`src/rtl/trap_pkg.sv`:
```
// Shared definitions for the machine-mode trap controller: CSR addresses,
// trap cause codes, mstatus/mie bit positions and the controller state enum.
package trap_pkg;

  localparam logic [11:0] CSR_MSTATUS = 12'h300;
  localparam logic [11:0] CSR_MIE     = 12'h304;
  localparam logic [11:0] CSR_MTVEC   = 12'h305;
  localparam logic [11:0] CSR_MEPC    = 12'h341;
  localparam logic [11:0] CSR_MCAUSE  = 12'h342;
  localparam logic [11:0] CSR_MIP     = 12'h344;

  localparam logic [63:0] CAUSE_MTI     = 64'h8000_0000_0000_0007;
  localparam logic [63:0] CAUSE_ECALL_M = 64'd11;

  localparam int BIT_MIE  = 3;
  localparam int BIT_MPIE = 7;
  localparam int BIT_MTIE = 7;

  typedef enum logic [1:0] {
    ST_IDLE  = 2'd0,
    ST_ENTER = 2'd1,
    ST_EXIT  = 2'd2
  } state_e;

  function automatic logic [63:0] mtvec_base(input logic [63:0] mtvec);
    return {mtvec[63:2], 2'b00};
  endfunction

endpackage

```
`src/rtl/trap_csr_file.sv`:
```
// Machine trap CSR storage (mstatus.MIE/MPIE, mie.MTIE, mtvec, mepc, mcause),
// combinational read mux and the derived trap/return redirect targets.
// Optional macro TRAP_VECTORED_EN: keeps mtvec[1:0] writable and, in mode 1,
// sends interrupts to base + 4*cause code. Without it mtvec[1:0] stay 0.
module trap_csr_file
  import trap_pkg::*;
#(
  parameter logic [63:0] RESET_MTVEC = 64'h8000_0000
) (
  input  logic        clk,
  input  logic        rst_n,
  input  logic        csr_wen,
  input  logic [11:0] csr_addr,
  input  logic [63:0] csr_wdata,
  input  logic        timer_irq,
  input  logic        trap_en,
  input  logic [63:0] trap_cause,
  input  logic [63:0] trap_pc,
  input  logic        mret_en,
  output logic [63:0] rdata,
  output logic        mstatus_mie,
  output logic        mie_mtie,
  output logic [63:0] trap_vec,
  output logic [63:0] ret_pc
);

  logic        mie_q, mie_d;
  logic        mpie_q, mpie_d;
  logic        mtie_q, mtie_d;
  logic [63:0] mtvec_q, mtvec_d;
  logic [63:0] mepc_q, mepc_d;
  logic [63:0] mcause_q, mcause_d;
  logic        sys_upd;

  // Next CSR values: software write first, then trap/mret side effects override.
  always_comb begin
    mie_d    = mie_q;
    mpie_d   = mpie_q;
    mtie_d   = mtie_q;
    mtvec_d  = mtvec_q;
    mepc_d   = mepc_q;
    mcause_d = mcause_q;
    sys_upd  = trap_en | mret_en;
    if (csr_wen) begin
      case (csr_addr)
        CSR_MSTATUS: if (!sys_upd) begin
          mie_d  = csr_wdata[BIT_MIE];
          mpie_d = csr_wdata[BIT_MPIE];
        end
        CSR_MIE:     mtie_d = csr_wdata[BIT_MTIE];
`ifdef TRAP_VECTORED_EN
        CSR_MTVEC:   mtvec_d = csr_wdata;
`else
        CSR_MTVEC:   mtvec_d = mtvec_base(csr_wdata);
`endif
        CSR_MEPC:    if (!sys_upd) mepc_d = {csr_wdata[63:1], 1'b0};
        CSR_MCAUSE:  if (!sys_upd) mcause_d = csr_wdata;
        default:     ;
      endcase
    end
    if (trap_en) begin
      mepc_d   = trap_pc;
      mcause_d = trap_cause;
      mpie_d   = mie_q;
      mie_d    = 1'b0;
    end else if (mret_en) begin
      mie_d  = mpie_q;
      mpie_d = 1'b1;
    end
  end

  // CSR registers with synchronous active-low reset.
  always_ff @(posedge clk) begin
    if (!rst_n) begin
      mie_q    <= 1'b0;
      mpie_q   <= 1'b0;
      mtie_q   <= 1'b0;
      mtvec_q  <= RESET_MTVEC;
      mepc_q   <= '0;
      mcause_q <= '0;
    end else begin
      mie_q    <= mie_d;
      mpie_q   <= mpie_d;
      mtie_q   <= mtie_d;
      mtvec_q  <= mtvec_d;
      mepc_q   <= mepc_d;
      mcause_q <= mcause_d;
    end
  end

  // Read mux; unmapped addresses return zero.
  always_comb begin
    rdata = '0;
    case (csr_addr)
      CSR_MSTATUS: begin
        rdata[BIT_MIE]  = mie_q;
        rdata[BIT_MPIE] = mpie_q;
      end
      CSR_MIE:     rdata[BIT_MTIE] = mtie_q;
      CSR_MTVEC:   rdata = mtvec_q;
      CSR_MEPC:    rdata = mepc_q;
      CSR_MCAUSE:  rdata = mcause_q;
      CSR_MIP:     rdata[BIT_MTIE] = timer_irq;
      default:     rdata = '0;
    endcase
  end

  // Redirect targets; mcause already holds the trap cause while entering.
  always_comb begin
    trap_vec = mtvec_base(mtvec_q);
`ifdef TRAP_VECTORED_EN
    if (mtvec_q[1:0] == 2'b01 && mcause_q[63])
      trap_vec = mtvec_base(mtvec_q) + {mcause_q[61:0], 2'b00};
`endif
    ret_pc = {mepc_q[63:1], 1'b0};
  end

  assign mstatus_mie = mie_q;
  assign mie_mtie    = mtie_q;

endmodule

```
`src/rtl/trap_ctrl.sv`:
```
// Machine-mode trap controller: takes timer interrupts, ECALL and MRET at the
// commit boundary and issues a held fetch redirect while stalling the pipe.
// Optional macro TRAP_VECTORED_EN enables vectored interrupt entry (see
// trap_csr_file).
//
// state    | meaning
// ---------+--------------------------------------------------------------
// ST_IDLE  | normal execution, commits and CSR writes accepted
// ST_ENTER | trap taken, redirect to trap vector pending, pipeline stalled
// ST_EXIT  | mret taken, redirect to mepc pending, pipeline stalled
module trap_ctrl
  import trap_pkg::*;
#(
  parameter logic [63:0] RESET_MTVEC = 64'h8000_0000
) (
  input  logic        clk,
  input  logic        rst_n,
  input  logic        i_timer_irq,
  input  logic        i_commit_valid,
  input  logic [63:0] i_commit_pc,
  input  logic        i_ecall,
  input  logic        i_mret,
  input  logic        i_csr_wen,
  input  logic [11:0] i_csr_addr,
  input  logic [63:0] i_csr_wdata,
  output logic [63:0] o_csr_rdata,
  output logic        o_redirect_valid,
  output logic [63:0] o_redirect_pc,
  input  logic        i_redirect_ready,
  output logic        o_stall
);

  state_e      state_q, state_d;
  logic        csr_we;
  logic        trap_en;
  logic        mret_en;
  logic [63:0] trap_cause;
  logic        mstatus_mie;
  logic        mie_mtie;
  logic        irq_take;
  logic [63:0] trap_vec;
  logic [63:0] ret_pc;

  trap_csr_file #(.RESET_MTVEC(RESET_MTVEC)) u_csr (
    .clk         (clk),
    .rst_n       (rst_n),
    .csr_wen     (csr_we),
    .csr_addr    (i_csr_addr),
    .csr_wdata   (i_csr_wdata),
    .timer_irq   (i_timer_irq),
    .trap_en     (trap_en),
    .trap_cause  (trap_cause),
    .trap_pc     (i_commit_pc),
    .mret_en     (mret_en),
    .rdata       (o_csr_rdata),
    .mstatus_mie (mstatus_mie),
    .mie_mtie    (mie_mtie),
    .trap_vec    (trap_vec),
    .ret_pc      (ret_pc)
  );

  assign irq_take = i_timer_irq & mstatus_mie & mie_mtie;

  // Next state, trap/mret strobes and redirect outputs; all quiet during reset.
  always_comb begin
    state_d          = state_q;
    csr_we           = 1'b0;
    trap_en          = 1'b0;
    mret_en          = 1'b0;
    trap_cause       = CAUSE_ECALL_M;
    o_redirect_valid = 1'b0;
    o_redirect_pc    = '0;
    o_stall          = 1'b0;
    case (state_q)
      ST_IDLE: begin
        csr_we = i_csr_wen;
        if (i_commit_valid) begin
          if (irq_take) begin
            trap_en    = 1'b1;
            trap_cause = CAUSE_MTI;
            state_d    = ST_ENTER;
          end else if (i_ecall) begin
            trap_en    = 1'b1;
            trap_cause = CAUSE_ECALL_M;
            state_d    = ST_ENTER;
          end else if (i_mret) begin
            mret_en = 1'b1;
            state_d = ST_EXIT;
          end
        end
      end
      ST_ENTER: begin
        o_redirect_valid = 1'b1;
        o_redirect_pc    = trap_vec;
        o_stall          = 1'b1;
        if (i_redirect_ready) state_d = ST_IDLE;
      end
      ST_EXIT: begin
        o_redirect_valid = 1'b1;
        o_redirect_pc    = ret_pc;
        o_stall          = 1'b1;
        if (i_redirect_ready) state_d = ST_IDLE;
      end
      default: state_d = ST_IDLE;
    endcase
    if (!rst_n) begin
      csr_we           = 1'b0;
      trap_en          = 1'b0;
      mret_en          = 1'b0;
      o_redirect_valid = 1'b0;
      o_redirect_pc    = '0;
      o_stall          = 1'b0;
    end
  end

  // State register.
  always_ff @(posedge clk) begin
    if (!rst_n) state_q <= ST_IDLE;
    else        state_q <= state_d;
  end

endmodule

```
`config.mk`:
```
export PLATFORM = sky130hd
export DESIGN_NAME = trap_ctrl
export DESIGN_NICKNAME = d
export VERILOG_FILES = /design/src/rtl/trap_pkg.sv /design/src/rtl/trap_csr_file.sv /design/src/rtl/trap_ctrl.sv
export SDC_FILE = /design/constraint.sdc
export NUM_CORES = 1
export LEC_CHECK = 0
export CORE_UTILIZATION = 23
export DETAILED_ROUTE_END_ITERATION = 7
export GPL_ROUTABILITY_DRIVEN = 0
export PLACE_DENSITY = 0.52
export REMOVE_ABC_BUFFERS = 1
export SLEW_MARGIN = 20
export SYNTH_ARGS = -nofsm -noshare
export SYNTH_HDL_FRONTEND = slang
export SYNTH_SLANG_ARGS = --single-unit
```
`constraint.sdc`:
```
create_clock -name clk -period 5 [get_ports clk]
set_input_delay 1.25 -clock clk [delete_from_list [all_inputs] [get_ports clk]]
set_output_delay 1.25 -clock clk [all_outputs]
set_load 0.02 [all_outputs]
```
==> results of run 1 <==
[through the flow]
step / area [um2] / instances / utilization, % / setup WS, ns / total power, mW
after floorplan: 9150 / 1148 / - / -3.13 / 1.84
after global placement: 13000 / 1982 / 31.4 / -0.147 / 2.12
after detailed placement: 13000 / 1982 / 31.4 / -0.159 / 2.13
after CTS: 13500 / 2015 / 32.8 / 0.000616 / 3.59
after global routing: 13600 / 2016 / 32.8 / -0.0228 / 3.69
final: 13600 / 2016 / 32.8 / 0.112 / 3.53
[timing repair]
action	4_1_cts	5_1_grt
setup endpoints to repair	59	12
pin swaps	1	0
setup buffers	1	0
resized for setup	49	12
hold endpoints to repair	0	0
[cell families (layout without fill, tap and decap cells)]
| logic type | count (synthesis) | after routing | share of synthesized area [%] |
|---|---|---|---|
| simple gates | 534 | 534 | 24.0 |
| compound gates | 341 | 341 | 26.3 |
| buf+inv | 201 | 404 | 8.62 |
| flops | 195 | 195 | 40.1 |
| mux | 5 | 5 | 0.527 |
| fa+ha+maj | 3 | 3 | 0.386 |
| other cells | 1 | 2 | 0.0386 |
[power by group]
| group | internal, mW | switching (mW) |
|---|---|---|
| combinational | 0.189 | 0.262 |
| clock | 0.797 | 0.644 |
| sequential | 1.60 | 0.0374 |
[state kept, by name (all words and copies together) (netlist names)]
signal	flops
state_q	2
u_csr.mtvec_q	62
u_csr.mcause_q	64
u_csr.mie_mtie	1
u_csr.mpie_q	1
u_csr.mepc_q	64
u_csr.mstatus_mie	1
[area by class of cell]
type                    count  area [um2]  share of cell area [%]
multi-input cells         884        5060                    37.3
flip-flops and latches    195        3900                    28.8
repair buffers            303        3070                    22.6
well taps                 532         666                    4.91
clock buffers              22         484                    3.57
inverters                  69         259                    1.91
clock inverters            10         119                   0.876
diodes                      1        2.50                  0.0184
[worst paths after layout]
check                                                        to  depth (start not counted)
worst max-delay path                             o_csr_rdata[7]                          6
worst min-delay path            u_csr.mcause_q[25]$_SDFFE_PN0P_                          2
worst max register to register    u_csr.mepc_q[29]$_SDFFE_PN0P_                          8
worst min register to register  u_csr.mcause_q[25]$_SDFFE_PN0P_                          2
[cells in the mapped netlist (3+ instances only)]
cell and count:
nand3_1 67, a22oi_1 63, and2_1 3, buf_6 3, a21boi_0 3, mux2i_1 4, dfxtp_1 195, o211a_1 65
nand4_1 61, o21ai_0 95, inv_1 69, buf_1 7, nand2b_1 4, buf_2 19, nor2_1 69, a21oi_1 6
a222oi_1 60, buf_4 10, o21ai_1 30, o31ai_1 3, ha_1 3, nand2_1 314, nor3_1 3, clkbuf_1 93
[worst min-delay path, cell delays in order (launching register included)]
cell	delay (ns)
dfxtp_1	0.31
nand2_1	0.05
o21ai_1	0.05
[per-layer routing]
| layer | wire length, um | GRT usage [%] | part of all wire (%) | vias to the layer above |
|---|---|---|---|---|
| met4 | 489 | 4.70 | 1.3 | 2 |
| met5 | 13 | 0 | 0.034 | - |
| li1 | - | - | - | 4940 |
| met3 | 2590 | 3.62 | 6.8 | 28 |
| met1 | 17500 | 23.1 | 46 | 4877 |
| met2 | 17200 | 28.1 | 45 | 374 |
==> summary.txt, run 1 <==
Synth
  • Mean instance size in the synthesized netlist: 7.60 um2
  • Syn. warnings: 0
  • Top post-synthesis cells by area: dfxtp_1 (40%), nand2_1 (12%), o211a_1 (6.7%), a222oi_1 (6.2%), o21ai_0 (4.9%)
  • Largest area contributor in the netlist: dfxtp_1
  • Number of distinct standard cells referenced by the synthesized netlist: 49
  • Count of flip-flops with a built-in enable after synthesis: 0
  • Cell area after technology mapping: 9730 um2
  • Sequential fraction of the synthesis area: between 40% and 50%
  • Gate Count Post-Synth: 1280
  • Post-synthesis async set-or-reset flop share: 0%
  • Most used flip-flop cell after synthesis: dfxtp_1
  • Synth top area share: 40.1%
  • Total of flip-flops plus latches after synthesis: 195

Timing
  • Worst Clk Skew: around 0.0077 ns
  • Period utilization: just under 100%
  • Final setup TNS: 0 ns
  • Total of endpoints with negative setup slack in the final report: 0
  • Timing-limited maximum frequency: 0.205 GHz
  • Worst Hold Slack: 0.452 ns
  • Fin crit period: 4.89 ns
  • Worst relative slew slack: 31.2%
  • Max-slew violation count: 0
  • Slew at the pin with the worst max-slew slack: ~1.0 ns
  • Number of endpoints with negative hold slack in the final report: 0

Critical path
  • Delay of the slowest cell on the worst path: 0.61 ns
  • Worst-case register-to-register setup slack: 2.27 ns
  • Crit Path Max Fanout: 3
  • Critical path arrival: between 3 and 4 ns
  • Crit path buffers/inverters: 3
  • Most prevalent standard cell on the critical path: clkdlybuf4s50_1
  • Nature of the critical path endpoint: primary output
  • Beginning of the worst register-to-register path: state_q[0]$_SDFFE_PN0P_
  • Critical path launch point type: input port
  • Family of cells with the greatest summed delay on the critical path: buffers and inverters
  • Required time of the critical path: 3.75 ns
  • Sequence of cells on the critical path: clkdlybuf4s50_1 -> or4_4 -> buf_4 -> nor4_1 -> a221o_1 -> clkdlybuf4s50_1
  • Category of the most critical setup path: in2out
  • Start point of the critical path: i_csr_addr[7]
  • Slowest cell on the critical path: clkdlybuf4s50_1

Layout
  • Final-stage net count: 1621
  • Fillcell total: 4361
  • Signed area change from the synthesized netlist to the final layout: 39.5%
  • Share of final-layout standard cells stronger than drive strength 1: 5.26%
  • Leading cell type in the layout, fill and taps excluded: nand2_1
  • Highest-count cells in the layout ignoring fill and taps: nand2_1 (312), clkdlybuf4s50_1 (213), dfxtp_1 (195)

Global route
  • Grt total ovfl: 0
  • Number of global-route vias before repair: 9904
  • Total routing usage reported by global routing: between 10% and 20%
  • Pin count of the biggest net entering global routing: 128
  • Number of antenna violations at the first check in global routing: 3
  • Global-route wire length before repair: 58700 um

Hold path
  • Hold_sp: u_csr.mcause_q[25]$_SDFFE_PN0P_
  • Worst hold path class: reg2reg

Clock network
  • H-tree depth reported by CTS: 4
  • Clock insertion delay at the later pin of the skew report: 0.44 ns
  • Number of buffers inserted for hold repair after clock tree synthesis: 0
  • Clock transition at the registers of the reported paths: 0.07 ns
  • Buffer levels on the longest clock path: 2
  • Sinks on the clock net: 195
  • Number of buffers inserted during clock tree synthesis: 17
  • CTS tree: built
  • Clock root buffer: clkbuf_16

Floorplanning
  • Starting density of the core: 23.6%
  • CORE AREA: 41300 um2
  • Height of the die: 208 um
  • Count of pins on the block boundary: 278
  • Die boundary width: 208 um
  • Die Footprint: around 43000 um2
  • Number of cell rows: 74

Power and ir drop
  • Peak supply drop: 225 uV
  • Power density relative to cell area: 261 nW/um2
  • Static leakage: 6.04 nW

Drt
  • ANT nets after route: 0
  • Drt pass-1 iters: 8
  • Routed WL per cell: 18.7 um
  • Drt via density: about 5
  • Final Routed Wirelength: 37800 um
  • Detailed-route via count: 10221
  • # DRC: 0
  • DR iter-0 viols: between 800 and 900

Status
  • Run status: finished clean

Placement
  • Port buffer count: between 200 and 300
  • HPWL after DPL: 23200 um

Run
  • Number of maximum-capacitance violations: 0
(Power assumes the default switching activity.)
==> run 2: changes to the inputs <==
CELL_PAD_IN_SITES_DETAIL_PLACEMENT = 0   (was not set)
CELL_PAD_IN_SITES_GLOBAL_PLACEMENT = 1   (was not set)
PLACE_DENSITY = 0.65   (was 0.52)
==> summary.txt, run 2 (same netlist as run 1, synthesis figures left out) <==
Drt
  • ANT nets after route: 0 (unchanged)
  • Detailed-route via count: 10210 (-0.11%)
  • Final Routed Wirelength: 36600 um (-3.2%)
  • Drt via density: 5.03 (-0.85%)
  • Routed WL per cell: 18.0 um (-3.9%)
  • # DRC: 0 (unchanged)
  • DR iter-0 viols: 1028 (+19%)
  • Drt pass-1 iters: 8 (unchanged)

Timing
  • Worst Setup Slack, final: 0.0317 ns (-0.0807 ns)
  • Worst Clk Skew: 0.0190 ns (+0.0114 ns)
  • Worst Hold Slack: 0.451 ns (-0.000920 ns)
  • Total of endpoints with negative setup slack in the final report: 0 (unchanged)
  • Fin crit period: 4.97 ns (+0.0807 ns)
  • Slew at the pin with the worst max-slew slack: 0.970 ns (-0.0622 ns)
  • Period utilization: 99.4% (+1.6 points)
  • Max-slew violation count: 0 (unchanged)
  • Timing-limited maximum frequency: 0.201 GHz (-1.6%)
  • Worst relative slew slack: 35.3% (+4.1 points)
  • RSZ-0062 raised after global routing: true
  • Final setup TNS: 0 ns (unchanged)
  • Number of endpoints with negative hold slack in the final report: 0 (unchanged)

Floorplanning
  • Count of pins on the block boundary: 278 (unchanged)
  • Starting density of the core: 23.6% (unchanged)
  • Die boundary width: 208 um (unchanged)
  • CORE AREA: 41300 um2 (unchanged)
  • Number of cell rows: 74 (unchanged)
  • Die Footprint: 43100 um2 (unchanged)
  • Height of the die: 208 um (unchanged)

Layout
  • Final-stage net count: 1638 (+1.0%)
  • Top Registers: u_csr.mcause_q x64, u_csr.mepc_q x64, u_csr.mtvec_q x62
  • Leading cell type in the layout, fill and taps excluded: nand2_1
  • Fillcell total: 4430 (+1.6%)
  • Finished Core Util: 33.3% (+0.48 points)
  • Post-Layout Cell Count: 2031 (+0.74%)
  • Share of final-layout standard cells stronger than drive strength 1: 6.20% (+0.94 points)
  • ANT cells: 0 (-1)
  • Post-route cell area: 13800 um2 (+1.5%)
  • Signed area change from the synthesized netlist to the final layout: 41.5%
  • Highest-count cells in the layout ignoring fill and taps: nand2_1 (312), clkdlybuf4s50_1 (214), dfxtp_1 (195)

Clock network
  • H-tree depth reported by CTS: 4 (unchanged)
  • Clock root buffer: clkbuf_16
  • Clock transition at the registers of the reported paths: 0.08 ns (about the same)
  • Number of buffers inserted for hold repair after clock tree synthesis: 0 (unchanged)
  • Buffers inserted during post-CTS setup optimization: 0 (-1)
  • Clock insertion delay at the later pin of the skew report: 0.44 ns (about the same)
  • Number of buffers inserted during clock tree synthesis: 17 (unchanged)
  • Buffer levels on the longest clock path: 2 (unchanged)
  • CTS tree: built
  • Sinks on the clock net: 195 (unchanged)

Global route
  • Global-route wire length before repair: 57300 um (-2.4%)
  • Total routing usage reported by global routing: 16.7% (-0.53 points)
  • Grt total ovfl: 0 (unchanged)
  • Pin count of the biggest net entering global routing: 183 (+43%)
  • Number of antenna violations at the first check in global routing: 0 (-3)
  • Number of global-route vias before repair: 9733 (-1.7%)

Power and ir drop
  • Power consumption: 3.44 mW (-2.6%)
  • Proportion of total power due to net switching: 28.4% (+1.7 points)
  • Static leakage: 6.36 nW (+5.4%)
  • Share of power burned in combinational logic: 13.2% (+0.4 points)
  • Sequential group share of total power: 47.7% (+1.2 points)
  • Power Internal: 2.47 mW (-4.8%)
  • P_sw: 976 uW (+3.5%)
  • Peak supply drop: 203 uV (-9.8%)
  • Share of power burned in the clock network: 39.1% (-1.7 points)
  • Power density relative to cell area: 250 nW/um2 (-4.0%)

Critical path
  • Delay of the slowest cell on the worst path: 0.60 ns (about the same)
  • Critical path launch point type: input port
  • Most prevalent standard cell on the critical path: clkdlybuf4s50_1
  • Worst-case register-to-register setup slack: 2.35 ns (+0.08 ns)
  • Slowest cell on the critical path: or4_4
  • Category of the most critical setup path: in2out
  • Sequence of cells on the critical path: clkdlybuf4s50_1 -> or4_4 -> nor4_4 -> buf_6 -> buf_4 -> a222oi_1 -> inv_1 -> clkdlybuf4s50_1
  • Nature of the critical path endpoint: primary output
  • Beginning of the worst register-to-register path: state_q[0]$_SDFFE_PN0P_
  • Required time of the critical path: 3.75 ns (about the same)
  • Crit Path Max Fanout: 6 (+3)
  • Critical path arrival: 3.72 ns (+0.08 ns)
  • Start point of the critical path: i_csr_addr[7]

Run
  • Number of maximum-capacitance violations: 0 (unchanged)

Hold path
  • Worst hold path class: reg2reg
  • Hold_sp: u_csr.mcause_q[8]$_SDFFE_PN0P_

Status
  • Run status: finished clean

Placement
  • Port buffer count: 276 (unchanged)
  • HPWL after DPL: 24400 um (+5.0%)
  • DP Worst Slack: -0.136 ns (+0.0237 ns)
  • Number of cells in the design after placement: 2000 (+0.91%)
  • Placed Instance Area: 13100 um2 (+1.3%)
==> run 2: metal layers <==
layer	global-route usage, %	share of wire (%)
met3	4.16	6.5
met2	27.4	47
met1	22.1	45
met4	3.70	1.2
met5	0	0
==> run 2: repair_timing <==
item / CTS / global route
setup endpoints to repair: 62 / 31
resized for setup: 32 / 32
pin swaps: 0 / 0
cloned: 0 / 0
==> run 2: final timing paths <==
kind | endpoint | depth (start not counted)
setup / recovery | o_csr_rdata[63] | 8
hold / removal | u_csr.mcause_q[8]$_SDFFE_PN0P_ | 2
setup reg to reg | u_csr.mepc_q[12]$_SDFFE_PN0P_ | 8
hold reg to reg | u_csr.mcause_q[8]$_SDFFE_PN0P_ | 2
==> run 2: area by class of cell <==
class / count / area [um2] / share of cell area (%)
Clock buffer: 18 / 439 / 3.19
Sequential cell: 195 / 3900 / 28.4
Tap cell: 532 / 666 / 4.84
Timing Repair Buffer: 320 / 3310 / 24.1
Multi-Input combinational cell: 884 / 5060 / 36.8
Clock inverter: 13 / 121 / 0.882
Inverter: 69 / 259 / 1.88
==> run 2: power by group through the flow <==
stage	clock network (mW)	logic, mW	registers, mW
detailed placement	0	0.459	1.68
floorplan	0	0.176	1.67
CTS	1.40	0.461	1.64
finish	1.35	0.453	1.64
global placement	0	0.457	1.68
global route	1.47	0.497	1.65
==> run 2: worst max-delay path, delay by kind of cell <==
kind            cells  cell delay [ns]
buf+inv             5             1.45
compound gates      1             0.11
simple gates        2             0.90
==> run 3: changes to the inputs <==
REMOVE_ABC_BUFFERS = not set   (was 1)
==> summary.txt, run 3 (same netlist as run 1, synthesis figures left out) <==
Placement
  • Port buffer count: 276 (unchanged)
  • HPWL after DPL: 24500 um (+0.59%)

Critical path
  • Critical path launch point type: input port
  • Delay of the slowest cell on the worst path: 0.55 ns (-0.05 ns)
  • Required time of the critical path: 3.75 ns (about the same)
  • Slowest cell on the critical path: or4_4
  • Family of cells with the greatest summed delay on the critical path: buffers and inverters
  • Crit path buffers/inverters: 6 (+1)
  • Category of the most critical setup path: in2out
  • Sequence of cells on the critical path: clkdlybuf4s50_1 -> or4_4 -> buf_4 -> nor4_4 -> buf_4 -> bufbuf_16 -> a222oi_1 -> inv_1 -> clkdlybuf4s15_2
  • Crit Path Max Fanout: 15 (+9)
  • Most prevalent standard cell on the critical path: buf_4
  • Nature of the critical path endpoint: primary output
  • Critical path arrival: 3.67 ns (-0.05 ns)

Clock network
  • H-tree depth reported by CTS: 4 (unchanged)
  • CTS tree: built
  • Number of buffers inserted for hold repair after clock tree synthesis: 0 (unchanged)
  • Sinks on the clock net: 195 (unchanged)
  • Clock insertion delay at the later pin of the skew report: 0.45 ns (about the same)
  • Clock root buffer: clkbuf_16
  • Buffer levels on the longest clock path: 2 (unchanged)
  • Clock transition at the registers of the reported paths: 0.07 ns (about the same)
  • Number of buffers inserted during clock tree synthesis: 17 (unchanged)

Power and ir drop
  • Power consumption: 3.59 mW (+4.3%)
  • Share of power burned in combinational logic: 12.6% (-0.6 points)
  • Proportion of total power due to net switching: 26.3% (-2.1 points)
  • Power density relative to cell area: 264 nW/um2 (+5.4%)
  • Power Internal: 2.65 mW (+7.3%)
  • Static leakage: 5.83 nW (-8.3%)
  • Share of power burned in the clock network: 41.7% (+2.6 points)
  • Peak supply drop: 194 uV (-4.5%)
  • Sequential group share of total power: 45.8% (-1.9 points)
  • P_sw: 943 uW (-3.4%)

Global route
  • Pin count of the biggest net entering global routing: 187 (+2.2%)
  • Number of antenna violations at the first check in global routing: 2 (+2)
  • Number of global-route vias before repair: 9923 (+2.0%)
  • Grt total ovfl: 0 (unchanged)
  • Global-route wire length before repair: 59200 um (+3.3%)
  • Total routing usage reported by global routing: 17.4% (+0.63 points)

Floorplanning
  • Count of pins on the block boundary: 278 (unchanged)
  • Die Footprint: 43100 um2 (unchanged)
  • Starting density of the core: 23.6% (unchanged)
  • Number of cell rows: 74 (unchanged)
  • Height of the die: 208 um (unchanged)
  • CORE AREA: 41300 um2 (unchanged)
  • Die boundary width: 208 um (unchanged)

Timing
  • Number of endpoints with negative hold slack in the final report: 0 (unchanged)
  • Timing-limited maximum frequency: 0.203 GHz (+0.92%)
  • Worst Clk Skew: 0.0104 ns (-0.00862 ns)
  • Worst Hold Slack: 0.453 ns (+0.00166 ns)
  • Total of endpoints with negative setup slack in the final report: 0 (unchanged)
  • Worst relative slew slack: 28.0% (-7.3 points)
  • Period utilization: 98.5% (-0.91 points)
  • Max-slew violation count: 0 (unchanged)
  • Slew at the pin with the worst max-slew slack: 1.08 ns (+0.110 ns)
  • Fin crit period: 4.92 ns (-0.0454 ns)

Drt
  • # DRC: 8 (+8)
  • DR iter-0 viols: 1009 (-1.8%)
  • Final Routed Wirelength: 37700 um (+3.2%)
  • Routed WL per cell: 18.6 um (+3.3%)
  • Drt via density: 5.10 (+1.5%)
  • ANT nets after route: 0 (unchanged)
  • Drt pass-1 iters: 8 (unchanged)
  • Detailed-route via count: 10354 (+1.4%)

Status
  • Run status: finished, violations left
  • Violations in the final reports: design-rule violations

Run
  • Number of maximum-capacitance violations: 0 (unchanged)

Layout
  • Fillcell total: 4353 (-1.7%)
  • Highest-count cells in the layout ignoring fill and taps: nand2_1 (312), clkdlybuf4s50_1 (211), dfxtp_1 (195)
  • Share of final-layout standard cells stronger than drive strength 1: 8.63% (+2.4 points)
  • Leading cell type in the layout, fill and taps excluded: nand2_1
  • Signed area change from the synthesized netlist to the final layout: 40.0%
  • Final-stage net count: 1635 (-0.18%)
  • Top Registers: u_csr.mcause_q x64, u_csr.mepc_q x64, u_csr.mtvec_q x62

Synth
  • Synthesized net count: 1431

Hold path
  • Worst hold path class: reg2reg
-- run 3: cell types whose count changed in the layout (fill, tap and decap cells not counted), sizes merged, moves of 4 or more --
cell	before	now
inv	75	71
clkbuf	19	43
dlygate4sd2	30	18
dlymetal6s2s	30	1
bufinv	0	4
clkdlybuf4s15	0	15
-- run 3: power by group through the flow --
stage	Combinational, mW	Sequential [mW]	Clock [mW]
floorplan	0.223	1.67	0
global placement	0.452	1.68	0
detailed placement	0.453	1.68	0
CTS	0.455	1.64	1.54
global route	0.494	1.65	1.59
finish	0.451	1.64	1.50
-- run 3: worst paths after layout --
| path | startpoint | end | slack [ns] | depth (start not counted) |
|---|---|---|---|---|
| max reg2reg | state_q[0]$_SDFFE_PN0P_ | u_csr.mepc_q[50]$_SDFFE_PN0P_ | 2.25 | 8 |
| min | u_csr.mcause_q[31]$_SDFFE_PN0P_ | u_csr.mcause_q[31]$_SDFFE_PN0P_ | 0.45 | 2 |
| min reg2reg | u_csr.mcause_q[31]$_SDFFE_PN0P_ | u_csr.mcause_q[31]$_SDFFE_PN0P_ | 0.45 | 2 |
| max | i_csr_addr[7] | o_csr_rdata[21] | 0.08 | 9 |
-- run 3: timing repair --
item,4_1_cts,5_1_grt
buffers inserted,2,1
pin swaps,0,1
resized for setup,106,44
endpoints found under the setup margin,61,47
cloned,1,0
-- run 3: per-layer routing --
layer / share of wire, % / global-route usage [%] / vias up
li1: - / - / 4967
met1: 45 / 23.1 / 4995
met2: 47 / 28.2 / 358
met3: 6.0 / 3.39 / 34
met4: 1.8 / 5.62 / 0
met5: 0 / 0 / -
-- run 3: tightest hold or removal path, cell delays in order, from the launching register on --
cell and delay [ns]:
dfxtp_1 0.31, nand2_1 0.05, o21ai_1 0.05
-- run 3: area by class of cell --
type                    instances  area [um2]  area share [%]
inverters                      69         259            1.90
repair buffers                317        3110            22.8
clock buffers                  18         439            3.22
flip-flops and latches        195        3900            28.7
clock inverters                12         179            1.31
multi-input cells             884        5060            37.1
diodes                          2        5.00          0.0367
well taps                     532         666            4.89
-- run 3: metrics by stage --
step                      worst slack, ns  std cells  setup TNS [ns]  utilization [%]  area (um2)
final                              0.0771       2029               0             33.0       13600
after floorplan                     0.796       1280               0                -        9730
after detailed placement           -0.163       1993           -6.63             31.7       13100
after global routing              -0.0105       2028         -0.0426             33.0       13600
after global placement             -0.157       1993           -6.92             31.7       13100
after CTS                         0.00149       2026               0             33.2       13700
